===== config.mk =====
export PLATFORM = sky130hd
export DESIGN_NAME = uart_autobaud_flat
export DESIGN_NICKNAME = d
export VERILOG_FILES = /design/src/rtl/uart_autobaud_if.sv /design/src/rtl/uart_autobaud.sv /design/src/flat_wrapper.sv
export SDC_FILE = /design/constraint.sdc
export NUM_CORES = 1
export LEC_CHECK = 0
export BUFFER_PORTS_ARGS = -buffer_cell sky130_fd_sc_hd__buf_2
export CAP_MARGIN = 20
export CORE_UTILIZATION = 30
export DETAILED_ROUTE_END_ITERATION = 7
export PLACE_DENSITY_LB_ADDON = 0.2
export SETUP_SLACK_MARGIN = 0.1
export SLEW_MARGIN = 20
export SYNTH_ARGS = -nofsm -noshare
export SYNTH_HDL_FRONTEND = slang
export SYNTH_SLANG_ARGS = --single-unit

===== constraint.sdc =====
create_clock -name clk -period 7.8 [get_ports clk]
set_input_delay 1.17 -clock clk [delete_from_list [all_inputs] [get_ports clk]]
set_output_delay 1.17 -clock clk [all_outputs]
set_load 0.03 [all_outputs]

===== src/rtl/uart_autobaud_if.sv =====
// ----------------------------------------------------------------------------
// uart_autobaud_if
//   Bundles the configuration/status signals of uart_autobaud.
//   master : drives enable and rx, observes the measurement results.
//   slave  : the autobaud block itself.
// Signals:
//   enable          0 forces the detector idle
//   rx              raw asynchronous UART line, idle high
//   cfg_counter_div last good divider value
//   valid           one-cycle pulse on a divider update
//   locked          sticky after the first good measurement
//   err             one-cycle pulse on a rejected measurement
//   err_code        1 tolerance, 2 timeout, 3 too short; held until next err
//   busy            high while a measurement is in progress
// ----------------------------------------------------------------------------
interface uart_autobaud_if #(
    parameter int COUNTER_BITS = 16
) ();
    logic                    enable;
    logic                    rx;
    logic [COUNTER_BITS-1:0] cfg_counter_div;
    logic                    valid;
    logic                    locked;
    logic                    err;
    logic [1:0]              err_code;
    logic                    busy;

    modport master (
        output enable, rx,
        input  cfg_counter_div, valid, locked, err, err_code, busy
    );

    modport slave (
        input  enable, rx,
        output cfg_counter_div, valid, locked, err, err_code, busy
    );
endinterface


===== src/rtl/uart_autobaud.sv =====
// ----------------------------------------------------------------------------
// uart_autobaud
//   Measures the bit period of a 0x55 sync character on a UART line and turns
//   it into the cfg_counter_div value of uart_divider (strobe period is
//   cfg_counter_div+2 clocks).
//
//   The start fall opens the measurement; the following 8 alternating edges
//   close 8 segments. Segment 0 (start bit) is the reference; every later
//   segment must be within +/- L0/4 of it. The 8th edge lies 8 bit times
//   after the start fall, giving D = ((T+4)>>3) - 2, clamped to the output
//   range.
//
// Ports:
//   clk    system clock
//   rst_n  asynchronous active-low reset
//   bus    uart_autobaud_if.slave (enable, rx in; results out)
//
// Optional build macro:
//   UART_AUTOBAUD_GLITCH_FILTER_EN  inserts a 3-tap majority filter after the
//   synchronizer (+2 cycles on every edge, pulses of 1 cycle suppressed).
// ----------------------------------------------------------------------------
module uart_autobaud #(
    parameter int COUNTER_BITS = 16,
    parameter int MIN_BIT_CLKS = 4,
    parameter int DEFAULT_DIV  = 868
) (
    input  logic           clk,
    input  logic           rst_n,
    uart_autobaud_if.slave bus
);
    localparam int SEG_W = COUNTER_BITS + 1;
    // Eight segments, each below 2^SEG_W, plus the +4 rounding term.
    localparam int TOT_W = COUNTER_BITS + 5;

    localparam logic [SEG_W-1:0]        SEG_MAX = '1;
    localparam logic [SEG_W-1:0]        MIN_SEG = SEG_W'(MIN_BIT_CLKS);
    localparam logic [COUNTER_BITS-1:0] DEF_DIV = COUNTER_BITS'(DEFAULT_DIV);
    localparam logic [TOT_W-1:0]        DIV_MAX =
        {{(TOT_W-COUNTER_BITS){1'b0}}, {COUNTER_BITS{1'b1}}};

    typedef enum logic [1:0] {
        WAIT_HIGH,
        ARMED,
        MEASURE
    } state_e;

    // ------------------------------------------------------------------
    // rx synchronizer (and optional majority filter)
    // ------------------------------------------------------------------
    logic rx_meta_q;
    logic rx_sync_q;
    logic rs;
    logic rs_prev_q;

    // NOTE: sequential state is always written with <= so every flop samples
    // the pre-edge value of its neighbours; a blocking = here would collapse
    // the two synchronizer stages into one.
    always_ff @(posedge clk or negedge rst_n) begin
        if (!rst_n) begin
            rx_meta_q <= 1'b1;
            rx_sync_q <= 1'b1;
        end else begin
            rx_meta_q <= bus.rx;
            rx_sync_q <= rx_meta_q;
        end
    end

`ifdef UART_AUTOBAUD_GLITCH_FILTER_EN
    logic [1:0] tap_q;
    logic       rs_filt_q;

    // Majority over the current and two previous synced samples, registered:
    // a clean step reaches rs two cycles later, a lone 1-cycle pulse never
    // wins the vote.
    always_ff @(posedge clk or negedge rst_n) begin
        if (!rst_n) begin
            tap_q     <= 2'b11;
            rs_filt_q <= 1'b1;
        end else begin
            tap_q     <= {tap_q[0], rx_sync_q};
            rs_filt_q <= (rx_sync_q & tap_q[0]) | (rx_sync_q & tap_q[1]) |
                         (tap_q[0] & tap_q[1]);
        end
    end

    assign rs = rs_filt_q;
`else
    assign rs = rx_sync_q;
`endif

    always_ff @(posedge clk or negedge rst_n) begin
        if (!rst_n) begin
            rs_prev_q <= 1'b1;
        end else begin
            rs_prev_q <= rs;
        end
    end

    logic rs_edge;
    logic rs_fall;

    assign rs_edge = rs ^ rs_prev_q;
    assign rs_fall = rs_prev_q & ~rs;

    // ------------------------------------------------------------------
    // Measurement datapath helpers
    // ------------------------------------------------------------------
    state_e                  state_q;
    logic [SEG_W-1:0]        seg_q;
    logic [SEG_W-1:0]        l0_q;
    logic [TOT_W-1:0]        tot_q;
    logic [2:0]              idx_q;
    logic [COUNTER_BITS-1:0] div_q;
    logic                    valid_q;
    logic                    locked_q;
    logic                    err_q;
    logic [1:0]              err_code_q;
    logic                    busy_q;

    logic [SEG_W-1:0]        seg_diff;
    logic                    in_tol;
    logic [TOT_W-1:0]        quot;
    logic [COUNTER_BITS-1:0] div_d;

    // NOTE: every always_comb output gets a default before any branch so no
    // path leaves it unassigned, which would otherwise infer a latch.
    always_comb begin
        seg_diff = '0;
        in_tol   = 1'b0;
        quot     = '0;
        div_d    = '0;

        seg_diff = (seg_q >= l0_q) ? (seg_q - l0_q) : (l0_q - seg_q);
        in_tol   = (seg_diff <= (l0_q >> 2));

        // tot_q holds T (start fall to 8th edge) in the edge cycle.
        quot = (tot_q + TOT_W'(4)) >> 3;
        if (quot < TOT_W'(2)) begin
            div_d = '0;
        end else if ((quot - TOT_W'(2)) > DIV_MAX) begin
            div_d = '1;
        end else begin
            div_d = COUNTER_BITS'(quot - TOT_W'(2));
        end
    end

    // ------------------------------------------------------------------
    // Control FSM with registered outputs
    // ------------------------------------------------------------------
    always_ff @(posedge clk or negedge rst_n) begin
        if (!rst_n) begin
            state_q    <= WAIT_HIGH;
            seg_q      <= '0;
            l0_q       <= '0;
            tot_q      <= '0;
            idx_q      <= '0;
            div_q      <= DEF_DIV;
            valid_q    <= 1'b0;
            locked_q   <= 1'b0;
            err_q      <= 1'b0;
            err_code_q <= 2'd0;
            busy_q     <= 1'b0;
        end else begin
            valid_q <= 1'b0;
            err_q   <= 1'b0;

            if (!bus.enable) begin
                state_q <= WAIT_HIGH;
                busy_q  <= 1'b0;
            end else begin
                case (state_q)
                    WAIT_HIGH: begin
                        if (rs) begin
                            state_q <= ARMED;
                        end
                    end

                    ARMED: begin
                        if (rs_fall) begin
                            // The fall cycle itself is the first cycle of
                            // the start bit, so both counters start at 1.
                            state_q <= MEASURE;
                            busy_q  <= 1'b1;
                            seg_q   <= SEG_W'(1);
                            tot_q   <= TOT_W'(1);
                            idx_q   <= '0;
                        end
                    end

                    MEASURE: begin
                        seg_q <= seg_q + SEG_W'(1);
                        tot_q <= tot_q + TOT_W'(1);

                        if (rs_edge) begin
                            // seg_q is the length of the segment this edge
                            // closes; the edge cycle opens the next one.
                            seg_q <= SEG_W'(1);
                            if (idx_q == 3'd0) begin
                                if (seg_q < MIN_SEG) begin
                                    err_q      <= 1'b1;
                                    err_code_q <= 2'd3;
                                    busy_q     <= 1'b0;
                                    state_q    <= WAIT_HIGH;
                                end else begin
                                    l0_q  <= seg_q;
                                    idx_q <= 3'd1;
                                end
                            end else if (!in_tol) begin
                                err_q      <= 1'b1;
                                err_code_q <= 2'd1;
                                busy_q     <= 1'b0;
                                state_q    <= WAIT_HIGH;
                            end else if (idx_q == 3'd7) begin
                                div_q    <= div_d;
                                valid_q  <= 1'b1;
                                locked_q <= 1'b1;
                                busy_q   <= 1'b0;
                                state_q  <= WAIT_HIGH;
                            end else begin
                                idx_q <= idx_q + 3'd1;
                            end
                        end else if (seg_q == SEG_MAX) begin
                            err_q      <= 1'b1;
                            err_code_q <= 2'd2;
                            busy_q     <= 1'b0;
                            state_q    <= WAIT_HIGH;
                        end
                    end

                    default: begin
                        state_q <= WAIT_HIGH;
                        busy_q  <= 1'b0;
                    end
                endcase
            end
        end
    end

    assign bus.cfg_counter_div = div_q;
    assign bus.valid           = valid_q;
    assign bus.locked          = locked_q;
    assign bus.err             = err_q;
    assign bus.err_code        = err_code_q;
    assign bus.busy            = busy_q;

endmodule


===== src/flat_wrapper.sv =====
// flat-port wrapper written by rule: the top's interface ports become plain ports
module uart_autobaud_flat 
#(
    parameter int COUNTER_BITS = 16,
    parameter int MIN_BIT_CLKS = 4,
    parameter int DEFAULT_DIV  = 868
)
  (clk, rst_n, bus_enable, bus_rx, bus_cfg_counter_div, bus_valid, bus_locked, bus_err, bus_err_code, bus_busy);
  uart_autobaud_if #(.COUNTER_BITS(COUNTER_BITS)) bus_i ();
  input  logic clk;
  input  logic rst_n;
  input wire logic [$bits(bus_i.enable)-1:0] bus_enable;
  input wire logic [$bits(bus_i.rx)-1:0] bus_rx;
  output wire logic [$bits(bus_i.cfg_counter_div)-1:0] bus_cfg_counter_div;
  output wire logic [$bits(bus_i.valid)-1:0] bus_valid;
  output wire logic [$bits(bus_i.locked)-1:0] bus_locked;
  output wire logic [$bits(bus_i.err)-1:0] bus_err;
  output wire logic [$bits(bus_i.err_code)-1:0] bus_err_code;
  output wire logic [$bits(bus_i.busy)-1:0] bus_busy;
  assign bus_i.enable = bus_enable;
  assign bus_i.rx = bus_rx;
  assign bus_cfg_counter_div = bus_i.cfg_counter_div;
  assign bus_valid = bus_i.valid;
  assign bus_locked = bus_i.locked;
  assign bus_err = bus_i.err;
  assign bus_err_code = bus_i.err_code;
  assign bus_busy = bus_i.busy;
  uart_autobaud #(.COUNTER_BITS(COUNTER_BITS), .MIN_BIT_CLKS(MIN_BIT_CLKS), .DEFAULT_DIV(DEFAULT_DIV)) u_core (.clk(clk), .rst_n(rst_n), .bus(bus_i));
endmodule

======== Yosys cells after proc, flatten, opt, wreduce, memory -nomap -nowiden ========
Index checks and enable logic that the tools add are counted.
word-level totals
  register bits after elaboration ......... 85
  input bits .............................. 4
  output and inout bits ................... 22
  logic and storage cells ................. 111
cells by class
  $add $sub $neg .......................... 7
  $lt $le $gt $ge ......................... 5
  eq/ne operators ......................... 17
  muxes and demuxes ....................... 52
  bitwise operators ....................... 5
  reductions and logical operators ........ 11
operators by type and width
  operator                                                                 number
  17-bit 2-to-1 mux                                                        3
  21-bit one-hot mux with 2 select lines                                   1
  17-bit one-hot mux with 2 select lines                                   1
  17-bit subtractor                                                        2
  16-bit 2-to-1 mux                                                        2
  2-bit 2-to-1 mux                                                         14
  21-bit by 1-bit adder with 21-bit output (second input constant)         1
  21-bit by 3-bit adder with 21-bit output (second input constant)         1
  21-bit by 16-bit > comparator with 1-bit output (second input constant)  1
  1-bit 2-to-1 mux                                                         21
  21-bit 2-to-1 mux                                                        1
  5-bit AND reduction                                                      4
  18-bit by 2-bit subtractor with 19-bit output (second input constant)    1
  18-bit by 2-bit < comparator with 1-bit output (second input constant)   1
  3-bit 2-to-1 mux                                                         6
  17-bit by 1-bit adder with 17-bit output (second input constant)         1
  17-bit == test (second input constant)                                   1
  17-bit >= comparator                                                     1
  17-bit by 15-bit <= comparator with 1-bit output                         1
  17-bit by 3-bit < comparator with 1-bit output (second input constant)   1
  3-bit by 2-bit != test with 1-bit output (second input constant)         3
  3-bit != test (second input constant)                                    3
  7-bit AND reduction                                                      1
  6-bit != test (second input constant)                                    1
  other kinds (20)                                                         24

======== Longest topological paths before layout ========
Gate-level depths: netlist of the first run.
  word-level depth ........................ 8
  mapped depth ............................ 22
  gate-level depth less buffers ........... 21

======== Least setup slack after synthesis of the first run ========
Ideal clock, no wire load.
  path kind ............................... reg2reg
  start point ............................. reg u_core.l0_q[15]
  end point ............................... reg u_core.div_q[10] (netlist: u_core.bus.cfg_counter_div[10])
  library setup time ...................... 0.125 ns
  data arrival time ....................... 4.634 ns
  required time ........................... 7.675 ns
  path slack .............................. 3.041 ns
  stages on the path, launching flop included .. 21
  buffers on the path ..................... 3
  period minus slack after synthesis ...... 4.759 ns
  cell sequence ........................... dfrtp_1 > inv_1 > ha_1 > clkbuf_1 > nand4_1 > nor4_1 > o31ai_1 > nand4b_2 > buf_2 > nor2_1 > a221o_1 > a221oi_1 > xnor2_1 > ha_1 > nand4_1 > or2_2 > o32ai_1 > o21ai_0 > nor3_4 > buf_4 > mux2_2
on the way
  word-level cells in the longest chain between the ends .. 4
  elaborated cells on any way between the ends .. 6
  classes of those cells .................. add/sub: 2; order compare: 2; mux: 1; reduce/logical: 1
RTL lines
  what                                                              line                  source
  start, declared                                                   uart_autobaud.sv:110  logic [SEG_W-1:0] l0_q;
  start signal, assigned                                            uart_autobaud.sv:205  l0_q <= seg_q;
  17-bit subtractor / 17-bit >= comparator (equally long branches)  uart_autobaud.sv:133  seg_diff = (seg_q >= l0_q) ? (seg_q - l0_q) : (l0_q - seg_q);
  17-bit 2-to-1 mux                                                 uart_autobaud.sv:133
  17-bit by 15-bit <= comparator with 1-bit output *                uart_autobaud.sv:134  in_tol = (seg_diff <= (l0_q >> 2));
  6-bit AND reduction (no source line) *                            -
  end signal, assigned                                              uart_autobaud.sv:214  div_q <= div_d;
  end, declared                                                     uart_autobaud.sv:113  logic [COUNTER_BITS-1:0] div_q;
Every way passes the cells marked *; elsewhere a longest branch is shown, timed or not.
A chain may end at the register's enable or synchronous reset.

======== Worst setup path after layout of the first run ========
  start point ............................. reg u_core.l0_q[12]
  end point ............................... reg u_core.div_q[0] (netlist: u_core.bus.cfg_counter_div[0])
The elaborated chain is that of the path after synthesis.

==> key figures, run 1 <==
STA
  – Final setup viols: 0
  – Smallest hold slack: 0.365 ns
  – Slew headroom: 37.8%
  – RSZ-0062 raised after global routing: false
  – Final worst path period share: 82.9%
  – FMAX: 0.155 GHz
  – Setup_tns: 0 ns
  – Clock Skew: 0.0121 ns
  – Hold Vio Cnt, Final: 0
  – Max-slew violations: 0
  – Worst Tran Pin Value: 0.931 ns
  – Fin crit period: 6.47 ns

Min path
  – HP Class: flip-flop to flip-flop

GRT
  – Initial antenna violation count: 0
  – All-layer global routing usage: 15.9%
  – First-pass GRT wire length: 30100 um
  – Largest net degree at the start of global routing: 54
  – Vias in the first global route: 5498
  – Gr ovfl total: 0

Die
  – Total core area: 22700 sq um
  – # rows: 55
  – Die X: 154 um
  – Die H: 154 um
  – Total die area: 23800 sq um
  – Starting Density: 30.7%
  – IO Pins: 26

Worst setup path
  – CP top delay family: simple AND/OR/NAND/NOR gates
  – Ordered cell list for the critical path: inv_1 -> ha_1 -> a21oi_1 -> o21ai_0 -> o21bai_1 -> nand4b_2 -> mux2_2 -> o21a_1 -> o21ai_0 -> a21oi_1 -> xnor2_1 -> ha_1 -> nand4_1 -> or2_2 -> o32ai_1 -> o21ai_0 -> nor3_4 -> nand2_2 -> o221a_1
  – Critical Path Fanout Max: 24
  – Kind of critical path: flip-flop to flip-flop
  – Crit-path max cell delay: 0.85 ns
  – Cell mode on critical path: o21ai_0
  – Worst Path Buf+Inv: 1
  – Critical path's slowest cell: nor3_4
  – Crit start category: flip-flop
  – Reg2reg setup slack: 1.33 ns
  – Critical Path AT: 6.70 ns
  – Nature of the critical path endpoint: flip-flop
  – Req. time, crit path: 8.03 ns

Yosys
  – Seq/Total Area, Yosys: 30.7%
  – Post-Synthesis Cells: 789
  – Asr flop ratio synth: 100%
  – Cell variety after synth: 86
  – Main synth FF type: dfrtp_1
  – EDFF count, synth: 0
  – Mapped Avg Cell Area: 8.83 sq um
  – Synth warn: 0
  – Post-Syn Area: 6960 sq um
  – Synth Register Bits: 85
  – Syn_nets: 853

Final layout
  – Multi-input logic area: 4410 sq um
  – Fin nets: 851
  – Storage cell area: 2140 sq um
  – Fraction of layout cells with a size suffix above 1: 12.8%
  – P&R area growth vs syn: 8.53%
  – Antenna fix cells: 0
  – # fillers: 2379

Clocking
  – Clk slew on worst S/H paths: 0.07 ns
  – Num Clock Sinks: 85
  – # resized after CTS: 0
  – Setup Buffers After CTS: 0
  – Root Driver: clkbuf_16
  – CTS tree: done
  – Max Root-Sink Buffers: 2
  – TritonCTS Buffers: 9
  – Hold Buf Count CTS: 0
  – Skew-Pair Late Insertion Delay: 0.35 ns
  – Htree depth: 3

Routing
  – Met2 WL post-DR: 7870 um
  – Routed Antenna Nets: 0
  – Wire length on met3: 602 um
  – Detailed Route Iter0 Violations: 395
  – DR pass1 iterations: 5
  – Final WL: 18300 um
  – Via/cell ratio: 5.30
  – Via count: 5703
  – Met1 wire length: 9530 um
  – Highest routed layer: met4
  – Routed length per instance: 17.0 um
  – Drt drc: 0

Power
  – Power Density: 255 nW/um^2
  – Static Leakage: 0.00327 uW
  – Maximum VDD drop: 0.000109 V

Placed design
  – Port Buffers: 25
  – Hpwl dp: 14100 um
  – Gpl congestion: 0.910

Flow run
  – Max-cap violation count: 0

Outcome
  – Status: finished clean
through the flow:
step | instance area (sq um) | utilization [%] | setup slack (ns) | power (uW) | cells
6_report | 7560 | 33.3 | 1.33 | 1930 | 1077
5_1_grt | 7560 | 33.3 | 0.896 | 2060 | 1077
4_1_cts | 7560 | 33.3 | 1.41 | 1930 | 1077
3_5_place_dp | 7260 | 32.0 | 1.46 | 1470 | 1061
3_3_place_gp | 7230 | 31.8 | 1.48 | 1490 | 1060
2_1_floorplan | 6960 | - | 3.04 | 1220 | 789
worst reg2reg max path, cell delays in order (launching register included):
cell and delay [ns]:
dfrtp_1 0.38, inv_1 0.09, ha_1 0.45, a21oi_1 0.30
o21ai_0 0.17, o21bai_1 0.20, nand4b_2 0.65, mux2_2 0.53
o21a_1 0.13, o21ai_0 0.38, a21oi_1 0.20, xnor2_1 0.16
ha_1 0.34, nand4_1 0.12, or2_2 0.34, o32ai_1 0.27
o21ai_0 0.28, nor3_4 0.85, nand2_2 0.31, o221a_1 0.21
kinds of logic after synthesis:
| group | after synthesis | share of synthesized area, % |
|---|---|---|
| AOI/OAI and AO/OA | 195 | 19.4 |
| xor gates and xnor gates | 60 | 7.65 |
| adders and majority gates | 60 | 11.0 |
| buffers and inverters | 89 | 5.96 |
| DFF | 85 | 30.7 |
| muxes | 30 | 4.55 |
| and+or+nand+nor | 270 | 20.7 |
sequential cells by signal, summed over array words and instances, names as in the netlist:
register,cells
u_core.bus.busy,1
u_core.bus.cfg_counter_div,16
u_core.bus.err,1
u_core.bus.err_code,2
u_core.bus.locked,1
u_core.bus.valid,1
u_core.idx_q,3
u_core.l0_q,17
u_core.rs,1
u_core.rs_prev_q,1
u_core.rx_meta_q,1
u_core.seg_q,17
u_core.state_q,2
u_core.tot_q,21
final timing paths:
path | from | end | cells after the start
min in group asynchronous | rst_n | u_core.bus.err_code[0] | 1
max in group asynchronous | rst_n | u_core.bus.cfg_counter_div[0] | 2
setup reg to reg | u_core.l0_q[12] | u_core.bus.cfg_counter_div[0] | 19
setup / recovery | u_core.l0_q[12] | u_core.bus.cfg_counter_div[0] | 19
hold / removal | u_core.rx_meta_q | u_core.rs | 0
hold reg to reg | u_core.rx_meta_q | u_core.rs | 0
metal layers:
layer / vias to the layer above / track usage, %
met5: - / 0
met4: 0 / 5.09
met3: 23 / 2.58
met2: 90 / 23.6
met1: 2758 / 23.4
li1: 2832 / -
final cells by class:
class / count / share of cell area, %
multi-input combinational: 615 / 58.4
clock inverter: 5 / 0.795
timing repair buffer: 28 / 2.25
inverter: 48 / 2.38
sequential: 85 / 28.3
tap: 285 / 4.72
clock buffer: 11 / 3.21
layout by cell type (no fill, tap or decap), types with 4 or more instances in the layout:
| cell | netlist | routed |
|---|---|---|
| nor2b_1 | 8 | 8 |
| nand4_1 | 18 | 18 |
| o21ai_0 | 57 | 57 |
| or3_1 | 7 | 7 |
| nand3_1 | 34 | 34 |
| xor2_1 | 14 | 14 |
| nand2_1 | 73 | 73 |
| nand2b_1 | 9 | 9 |
| nor2_1 | 54 | 54 |
| clkbuf_16 | 0 | 9 |
| inv_1 | 48 | 48 |
| buf_2 | 11 | 24 |
| mux2_2 | 13 | 13 |
| xnor2_1 | 45 | 45 |
| a31oi_1 | 7 | 7 |
| a21oi_1 | 59 | 59 |
| dfrtp_1 | 77 | 77 |
| nor4_1 | 8 | 8 |
| ha_1 | 58 | 58 |
| o311ai_0 | 4 | 4 |
| nor3_1 | 13 | 13 |
| mux2i_1 | 17 | 17 |
| and2_1 | 7 | 7 |
| and3_1 | 10 | 10 |
| o41ai_1 | 5 | 5 |
| o221a_1 | 10 | 10 |
| dfstp_2 | 8 | 8 |
synth_stat cells, drive strengths merged, types with 3 or more instances:
master	number	area share, %
clkbuf	19	1.1
a21oi	59	4.2
nor4	11	1.3
o31ai	3	0.32
nand3	35	2.6
buf	22	2.3
and3	10	0.90
a21o	4	0.54
a221o	3	0.45
xor2	14	1.8
and2	7	0.63
and4	5	0.74
o2111ai	3	0.88
or3	7	0.63
mux2	13	2.1
o41ai	5	0.63
nor2	54	2.9
xnor2	46	5.9
o221a	11	1.8
o21bai	4	0.59
nand2	75	4.2
o311ai	6	0.75
nor3	16	1.5
dfstp	8	3.0
inv	48	2.6
a22o	3	0.38
mux2i	17	2.4
nand4	22	2.6
o211ai	5	0.68
or2	4	0.36
a31oi	7	0.63
nor2b	8	0.72
o21a	3	0.32
dfrtp	77	28
nand2b	10	1.0
ha	58	10
o21ai	60	4.4
power by group:
| group | internal (uW) | switching [uW] | total [uW] |
|---|---|---|---|
| clock network | 259 | 193 | 452 |
| registers | 469 | 31.4 | 500 |
| logic | 398 | 579 | 976 |
| total | 1120 | 803 | 1930 |
(Power assumes the default switching activity.)
==> run 2: changes to the inputs <==
==> constraint.sdc (replaced) <==
create_clock -name clk -period 6.1 [get_ports clk]
set_input_delay 0.915 -clock clk [delete_from_list [all_inputs] [get_ports clk]]
set_output_delay 0.915 -clock clk [all_outputs]
set_load 0.03 [all_outputs]
==> key figures, run 2 (same netlist as run 1, synthesis figures left out) <==
Outcome
  – Status: finished clean (unchanged)

Worst setup path
  – Crit-path max cell delay: 0.55 ns (was 0.85 ns)
  – Critical path's slowest cell: o21ai_0 (was nor3_4)
  – Req. time, crit path: 6.36 ns (was 8.03 ns)
  – Critical Path AT: 5.87 ns (was 6.70 ns)
  – Ordered cell list for the critical path: ha_1 -> a21oi_1 -> o221ai_1 -> o21ai_1 -> nand4b_2 -> mux2_2 -> o21a_1 -> o21ai_0 -> a21oi_1 -> xnor2_1 -> ha_1 -> nand4_1 -> or2_2 -> a31oi_1 -> a2111oi_0 -> o21ai_0 -> nor2_1 -> nor4_2 -> mux2i_1 (was inv_1 -> ha_1 -> a21oi_1 -> o21ai_0 -> o21bai_1 -> nand4b_2 -> mux2_2 -> o21a_1 -> o21ai_0 -> a21oi_1 -> xnor2_1 -> ha_1 -> nand4_1 -> or2_2 -> o32ai_1 -> o21ai_0 -> nor3_4 -> nand2_2 -> o221a_1)
  – Crit start category: flip-flop (unchanged)
  – Nature of the critical path endpoint: flip-flop (unchanged)
  – Critical Path Fanout Max: 15 (was 24)
  – Kind of critical path: flip-flop to flip-flop (unchanged)

Final layout
  – Fraction of layout cells with a size suffix above 1: 12.6% (was 12.8%)
  – Core Util, Final: 33.2% (was 33.3%)
  – Most frequent cells in the layout: dfrtp_1 (77), nand2_1 (73), a21oi_1 (59) (unchanged)
  – Biggest register: u_core.tot_q (unchanged)
  – Commonest non-fill, non-tap cell in the layout: dfrtp_1 (unchanged)
  – Regs by FF count: u_core.tot_q (21), u_core.l0_q (17), u_core.seg_q (17) (unchanged)
  – Fin nets: 853 (was 851)
  – P&R area growth vs syn: 8.26% (was 8.53%)
  – Largest register FFs: 21 (unchanged)
  – Antenna fix cells: 0 (unchanged)
  – Post-route cell area: 7540 sq um (was 7560 sq um)
  – Non-filler cells, final: 1079 (was 1077)

Die
  – Starting Density: 30.7% (unchanged)
  – IO Pins: 26 (unchanged)
  – Total core area: 22700 sq um (unchanged)
  – Total die area: 23800 sq um (unchanged)
  – # rows: 55 (unchanged)
  – Die H: 154 um (unchanged)
  – Die X: 154 um (unchanged)

Clocking
  – Clk slew on worst S/H paths: 0.06 ns (was 0.07 ns)
  – Num Clock Sinks: 85 (unchanged)
  – TritonCTS Buffers: 9 (unchanged)
  – Max Root-Sink Buffers: 2 (unchanged)
  – Skew-Pair Late Insertion Delay: 0.34 ns (was 0.35 ns)
  – Root Driver: clkbuf_16 (unchanged)
  – CTS tree: done (unchanged)
  – Setup Buffers After CTS: 0 (unchanged)
  – # resized after CTS: 0 (unchanged)
  – Htree depth: 3 (unchanged)
  – Hold Buf Count CTS: 0 (unchanged)

STA
  – Setup_tns: 0 ns (unchanged)
  – Final worst path period share: 91.9% (was 82.9%)
  – Slew headroom: 45.5% (was 37.8%)
  – Fin crit period: 5.61 ns (was 6.47 ns)
  – FMAX: 0.178 GHz (was 0.155 GHz)
  – Worst Tran Pin Value: 0.810 ns (was 0.931 ns)
  – Clock Skew: 0.00887 ns (was 0.0121 ns)
  – Max-slew violations: 0 (unchanged)
  – Hold Vio Cnt, Final: 0 (unchanged)
  – Final setup viols: 0 (unchanged)
  – Slack of the critical path: 0.494 ns (was 1.33 ns)
  – RSZ-0062 raised after global routing: false (unchanged)

Routing
  – Routed length per instance: 16.8 um (was 17.0 um)
  – Drt drc: 0 (unchanged)
  – DR pass1 iterations: 5 (unchanged)
  – Routed Antenna Nets: 0 (unchanged)
  – Via/cell ratio: 5.24 (was 5.30)
  – Final WL: 18100 um (was 18300 um)
  – Detailed Route Iter0 Violations: 338 (was 395)
  – Via count: 5649 (was 5703)

GRT
  – All-layer global routing usage: 15.8% (was 15.9%)
  – Initial antenna violation count: 0 (unchanged)
  – First-pass GRT wire length: 29800 um (was 30100 um)
  – Vias in the first global route: 5323 (was 5498)
  – Gr ovfl total: 0 (unchanged)
  – Largest net degree at the start of global routing: 46 (was 54)

Placed design
  – Place WS: 0.563 ns (was 1.46 ns)
  – Placed cells: 1063 (was 1061)
  – Hpwl dp: 14000 um (was 14100 um)
  – Placed inst area: 7250 sq um (was 7260 sq um)
  – Gpl congestion: 0.894 (was 0.910)
  – Port Buffers: 25 (unchanged)

Power
  – Power Density: 323 nW/um^2 (was 255 nW/um^2)
  – Maximum VDD drop: 0.000126 V (was 0.000109 V)
  – Static Leakage: 0.00326 uW (was 0.00327 uW)

Min path
  – HP Class: flip-flop to flip-flop (unchanged)

Flow run
  – Max-cap violation count: 0 (unchanged)
==> run 2: cell count changes in the layout (fill, tap and decap cells not counted) <==
cell        delta
clkbuf_1       +3
buf_4          +3
buf_16         -1
inv_6          -1
clkinv_4       -1
clkinvlp_4     -1
==> run 2: metrics by stage <==
step	hold slack (ns)	power [uW]
final	0.355	2430
after global routing	0.361	2620
after CTS	0.358	2450
after detailed placement	0.349	1870
after global placement	0.346	1920
after floorplan	0.345	1560
==> run 2: power by group <==
group | leakage, uW | total, uW | internal [uW] | switching [uW]
combinational | 0.00198 | 1240 | 518 | 719
clock | 0.000141 | 556 | 329 | 227
sequential | 0.00114 | 640 | 600 | 40.7
total | 0.00326 | 2430 | 1450 | 986
==> run 2: per-layer routing <==
layer / wire (um) / GRT usage [%] / vias to the layer above / share of wire (%)
met4: 271 / 4.15 / 0 / 1.5
met5: 0 / 0 / - / 0
li1: - / - / 2834 / -
met2: 7640 / 22.6 / 81 / 42
met1: 9780 / 24.3 / 2720 / 54
met3: 453 / 2.33 / 14 / 2.5
==> run 2: critical path, delay by kind of cell (launching register included) <==
| kind | cells | cell delay, ns |
|---|---|---|
| compound gates | 9 | 2.14 |
| simple gates | 5 | 1.42 |
| fa+ha+maj | 2 | 0.73 |
| mux | 2 | 0.64 |
| flops | 1 | 0.47 |
| xor+xnor | 1 | 0.14 |
==> run 2: area by class of cell <==
type / instances / area, sq um
fillers: 2376 / 15200
flip-flops and latches: 85 / 2140
inverters: 48 / 180
repair buffers: 30 / 165
clock inverters: 2 / 35.0
well taps: 285 / 357
multi-input cells: 615 / 4410
clock buffers: 14 / 254
==> run 2: final timing paths <==
check / slack, ns / from / endpoint / depth (start not counted)
max reg2reg: 0.49 / u_core.seg_q[4] / u_core.bus.err_code[1] / 19
min reg2reg: 0.36 / u_core.rx_meta_q / u_core.rs / 0
min: 0.36 / u_core.rx_meta_q / u_core.rs / 0
max in group asynchronous: 4.51 / rst_n / u_core.bus.locked / 2
min in group asynchronous: 0.56 / rst_n / u_core.l0_q[3] / 1
max: 0.49 / u_core.seg_q[4] / u_core.bus.err_code[1] / 19
==> run 3: changes to the inputs <==
--- a/config.mk
+++ b/config.mk
@@ -7,8 +7,11 @@
 export LEC_CHECK = 0
 export BUFFER_PORTS_ARGS = -buffer_cell sky130_fd_sc_hd__buf_2
 export CAP_MARGIN = 20
+export CELL_PAD_IN_SITES_DETAIL_PLACEMENT = 1
+export CELL_PAD_IN_SITES_GLOBAL_PLACEMENT = 1
 export CORE_UTILIZATION = 30
 export DETAILED_ROUTE_END_ITERATION = 7
+export GPL_ROUTABILITY_DRIVEN = 0
 export PLACE_DENSITY_LB_ADDON = 0.2
 export SETUP_SLACK_MARGIN = 0.1
 export SLEW_MARGIN = 20
==> key figures, run 3 (same netlist as run 1, synthesis figures left out) <==
Clocking
  – TritonCTS Buffers: 9 (unchanged)
  – CTS tree: done (unchanged)
  – Hold Buf Count CTS: 0 (unchanged)
  – Max Root-Sink Buffers: 2 (unchanged)
  – Setup Buffers After CTS: 0 (unchanged)
  – Htree depth: 3 (unchanged)
  – Clk slew on worst S/H paths: 0.08 ns (was 0.06 ns)
  – Root Driver: clkbuf_16 (unchanged)
  – Num Clock Sinks: 85 (unchanged)
  – Skew-Pair Late Insertion Delay: 0.36 ns (was 0.34 ns)

Min path
  – Min-Delay Startpoint: u_core.rx_meta_q (unchanged)
  – HP Class: flip-flop to flip-flop (unchanged)
  – Hold Path Depth: 0 (unchanged)
  – Worst Hold Endpoint: u_core.rs (unchanged)

GRT
  – Met3 usage: 2.49% (was 2.33%)
  – All-layer global routing usage: 18.2% (was 15.8%)
  – Gr ovfl total: 0 (unchanged)
  – GR peak layer: met2 (was met1)
  – Largest net degree at the start of global routing: 63 (was 46)
  – Initial antenna violation count: 0 (unchanged)
  – Routing usage on met1: 24.9% (was 24.3%)
  – M2 GR Usage: 29.9% (was 22.6%)
  – Vias in the first global route: 6295 (was 5323)
  – First-pass GRT wire length: 34500 um (was 29800 um)

Die
  – Die H: 154 um (unchanged)
  – Die X: 154 um (unchanged)
  – IO Pins: 26 (unchanged)
  – # rows: 55 (unchanged)
  – Total die area: 23800 sq um (unchanged)
  – Total core area: 22700 sq um (unchanged)
  – Starting Density: 30.7% (unchanged)

STA
  – Slack of the critical path: 0.595 ns (was 0.494 ns)
  – FMAX: 0.182 GHz (was 0.178 GHz)
  – Final worst path period share: 90.2% (was 91.9%)
  – Hold Vio Cnt, Final: 0 (unchanged)
  – RSZ-0062 raised after global routing: false (unchanged)
  – Max-slew violations: 0 (unchanged)
  – Final setup viols: 0 (unchanged)
  – Smallest hold slack: 0.357 ns (was 0.355 ns)
  – Worst Tran Pin Value: 0.846 ns (was 0.810 ns)
  – Fin crit period: 5.51 ns (was 5.61 ns)
  – Setup_tns: 0 ns (unchanged)
  – Clock Skew: 0.0174 ns (was 0.00887 ns)
  – Slew headroom: 43.6% (was 45.5%)

Worst setup path
  – Worst r2r src: u_core.l0_q[14] (was u_core.seg_q[4])
  – CP top delay family: compound AO/OA/AOI/OAI gates (unchanged)
  – Worst r2r dst: u_core.bus.cfg_counter_div[4] (was u_core.bus.err_code[1])
  – Crit start category: flip-flop (unchanged)
  – Critical path's slowest cell: ha_1 (was o21ai_0)
  – Cell mode on critical path: ha_1
  – Worst Path Buf+Inv: 2 (was 0)
  – Nature of the critical path endpoint: flip-flop (unchanged)
  – R2r worst-path depth: 19 (unchanged)
  – Critical Path Fanout Max: 21 (was 15)
  – Number of cells on the critical path: 19 (unchanged)
  – Reg2reg setup slack: 0.59 ns (was 0.49 ns)
  – Req. time, crit path: 6.33 ns (was 6.36 ns)
  – Crit-path max cell delay: 0.47 ns (was 0.55 ns)
  – Ordered cell list for the critical path: inv_1 -> ha_1 -> a21oi_1 -> nor2b_1 -> o31ai_1 -> nand4b_4 -> mux2i_1 -> a221o_1 -> a221oi_1 -> xnor2_1 -> ha_1 -> nand4_1 -> or2_2 -> o32ai_1 -> o21ai_1 -> nor3_4 -> buf_4 -> nand2_2 -> o221a_1 (was ha_1 -> a21oi_1 -> o221ai_1 -> o21ai_1 -> nand4b_2 -> mux2_2 -> o21a_1 -> o21ai_0 -> a21oi_1 -> xnor2_1 -> ha_1 -> nand4_1 -> or2_2 -> a31oi_1 -> a2111oi_0 -> o21ai_0 -> nor2_1 -> nor4_2 -> mux2i_1)
  – Critical Path AT: 5.74 ns (was 5.87 ns)
  – Kind of critical path: flip-flop to flip-flop (unchanged)

Routing
  – Via count: 5875 (was 5649)
  – Routed length per instance: 19.1 um (was 16.8 um)
  – Via/cell ratio: 5.45 (was 5.24)
  – Routed Antenna Nets: 0 (unchanged)
  – Final WL: 20600 um (was 18100 um)
  – Drt drc: 0 (unchanged)
  – Detailed Route Iter0 Violations: 239 (was 338)
  – DR pass1 iterations: 4 (was 5)

Power
  – Psw: 1060 uW (was 986 uW)
  – Switching fraction of total power: 43.1% (was 40.5%)
  – Int Pwr: 1400 uW (was 1450 uW)
  – Comb power frac: 52.8% (was 50.8%)
  – Share of power burned in registers: 25.9% (was 26.3%)
  – Power Density: 327 nW/um^2 (was 323 nW/um^2)
  – Tot Pwr: 2470 uW (was 2430 uW)
  – Clock share of power: 21.3% (was 22.8%)
  – Maximum VDD drop: 0.000140 V (was 0.000126 V)
  – Static Leakage: 0.00325 uW (was 0.00326 uW)

Final layout
  – Largest register FFs: 21 (unchanged)
  – Post-route cell area: 7540 sq um (about the same)
  – Commonest non-fill, non-tap cell in the layout: dfrtp_1 (unchanged)
  – Most frequent cells in the layout: dfrtp_1 (77), nand2_1 (72), a21oi_1 (59) (was dfrtp_1 (77), nand2_1 (73), a21oi_1 (59))
  – Regs by FF count: u_core.tot_q (21), u_core.l0_q (17), u_core.seg_q (17) (unchanged)
  – P&R area growth vs syn: 8.25% (was 8.26%)
  – # fillers: 2665 (was 2376)
  – Biggest register: u_core.tot_q (unchanged)
  – Antenna fix cells: 0 (unchanged)
  – Fin nets: 852 (was 853)
  – Fraction of layout cells with a size suffix above 1: 13.1% (was 12.6%)

Outcome
  – Status: finished clean (unchanged)

Placed design
  – Hpwl dp: 16200 um (was 14000 um)
  – Placed inst area: 7240 sq um (was 7250 sq um)
  – Place WS: 0.372 ns (was 0.563 ns)
  – Port Buffers: 25 (unchanged)

Flow run
  – Max-cap violation count: 0 (unchanged)
## run 3: changes by cell type in the layout (fill, tap and decap cells not counted), moves of 2 or more
cell	before	now
clkinvlp_4	0	2
o21ai_0	57	55
clkinv_4	0	3
clkbuf_1	4	1
o21ai_1	2	4
## run 3: what timing repair did
item	CTS	global route
resized for setup	0	4
hold endpoints to repair	0	0
endpoints found under the setup margin	0	24
## run 3: worst max path at each step
stage / from / to / slack [ns]
2_1_floorplan: u_core.l0_q[15] / u_core.bus.cfg_counter_div[10] / 1.34
6_report: u_core.l0_q[14] / u_core.bus.cfg_counter_div[4] / 0.59
4_1_cts: u_core.seg_q[14] / u_core.bus.err_code[1] / 0.31
3_5_place_dp: u_core.seg_q[14] / u_core.bus.err_code[1] / 0.37
5_1_grt: u_core.l0_q[14] / u_core.bus.cfg_counter_div[4] / 0.20
3_3_place_gp: u_core.l0_q[14] / u_core.bus.err_code[1] / 0.45
## run 3: cell type report
class                           instances  area (sq um)  share of cell area (%)
Tap cell                              285           357                    4.73
Multi-Input combinational cell        615          4430                    58.7
Timing Repair Buffer                   29           158                    2.09
Sequential cell                        85          2140                    28.3
Clock buffer                           10           229                    3.04
Inverter                               48           180                    2.39
Clock inverter                          6          50.0                   0.664
## run 3: layer usage
layer | vias to the layer above | wire [um]
met2 | 61 | 9720
met5 | - | 0
li1 | 2845 | -
met1 | 2946 | 10100
met3 | 23 | 458
met4 | 0 | 299
## run 3: metrics by stage
stage / cells / util (%)
after floorplan: 789 / -
after global placement: 1062 / 31.9
after detailed placement: 1062 / 31.9
after CTS: 1078 / 33.1
after global routing: 1078 / 33.2
final: 1078 / 33.2
## run 3: power by group through the flow
stage	registers, uW	logic, uW	clock network [uW]
5_1_grt	646	1440	571
6_report	639	1300	526
2_1_floorplan	642	922	0
3_5_place_dp	650	1270	0
3_3_place_gp	647	1260	0
4_1_cts	640	1280	546
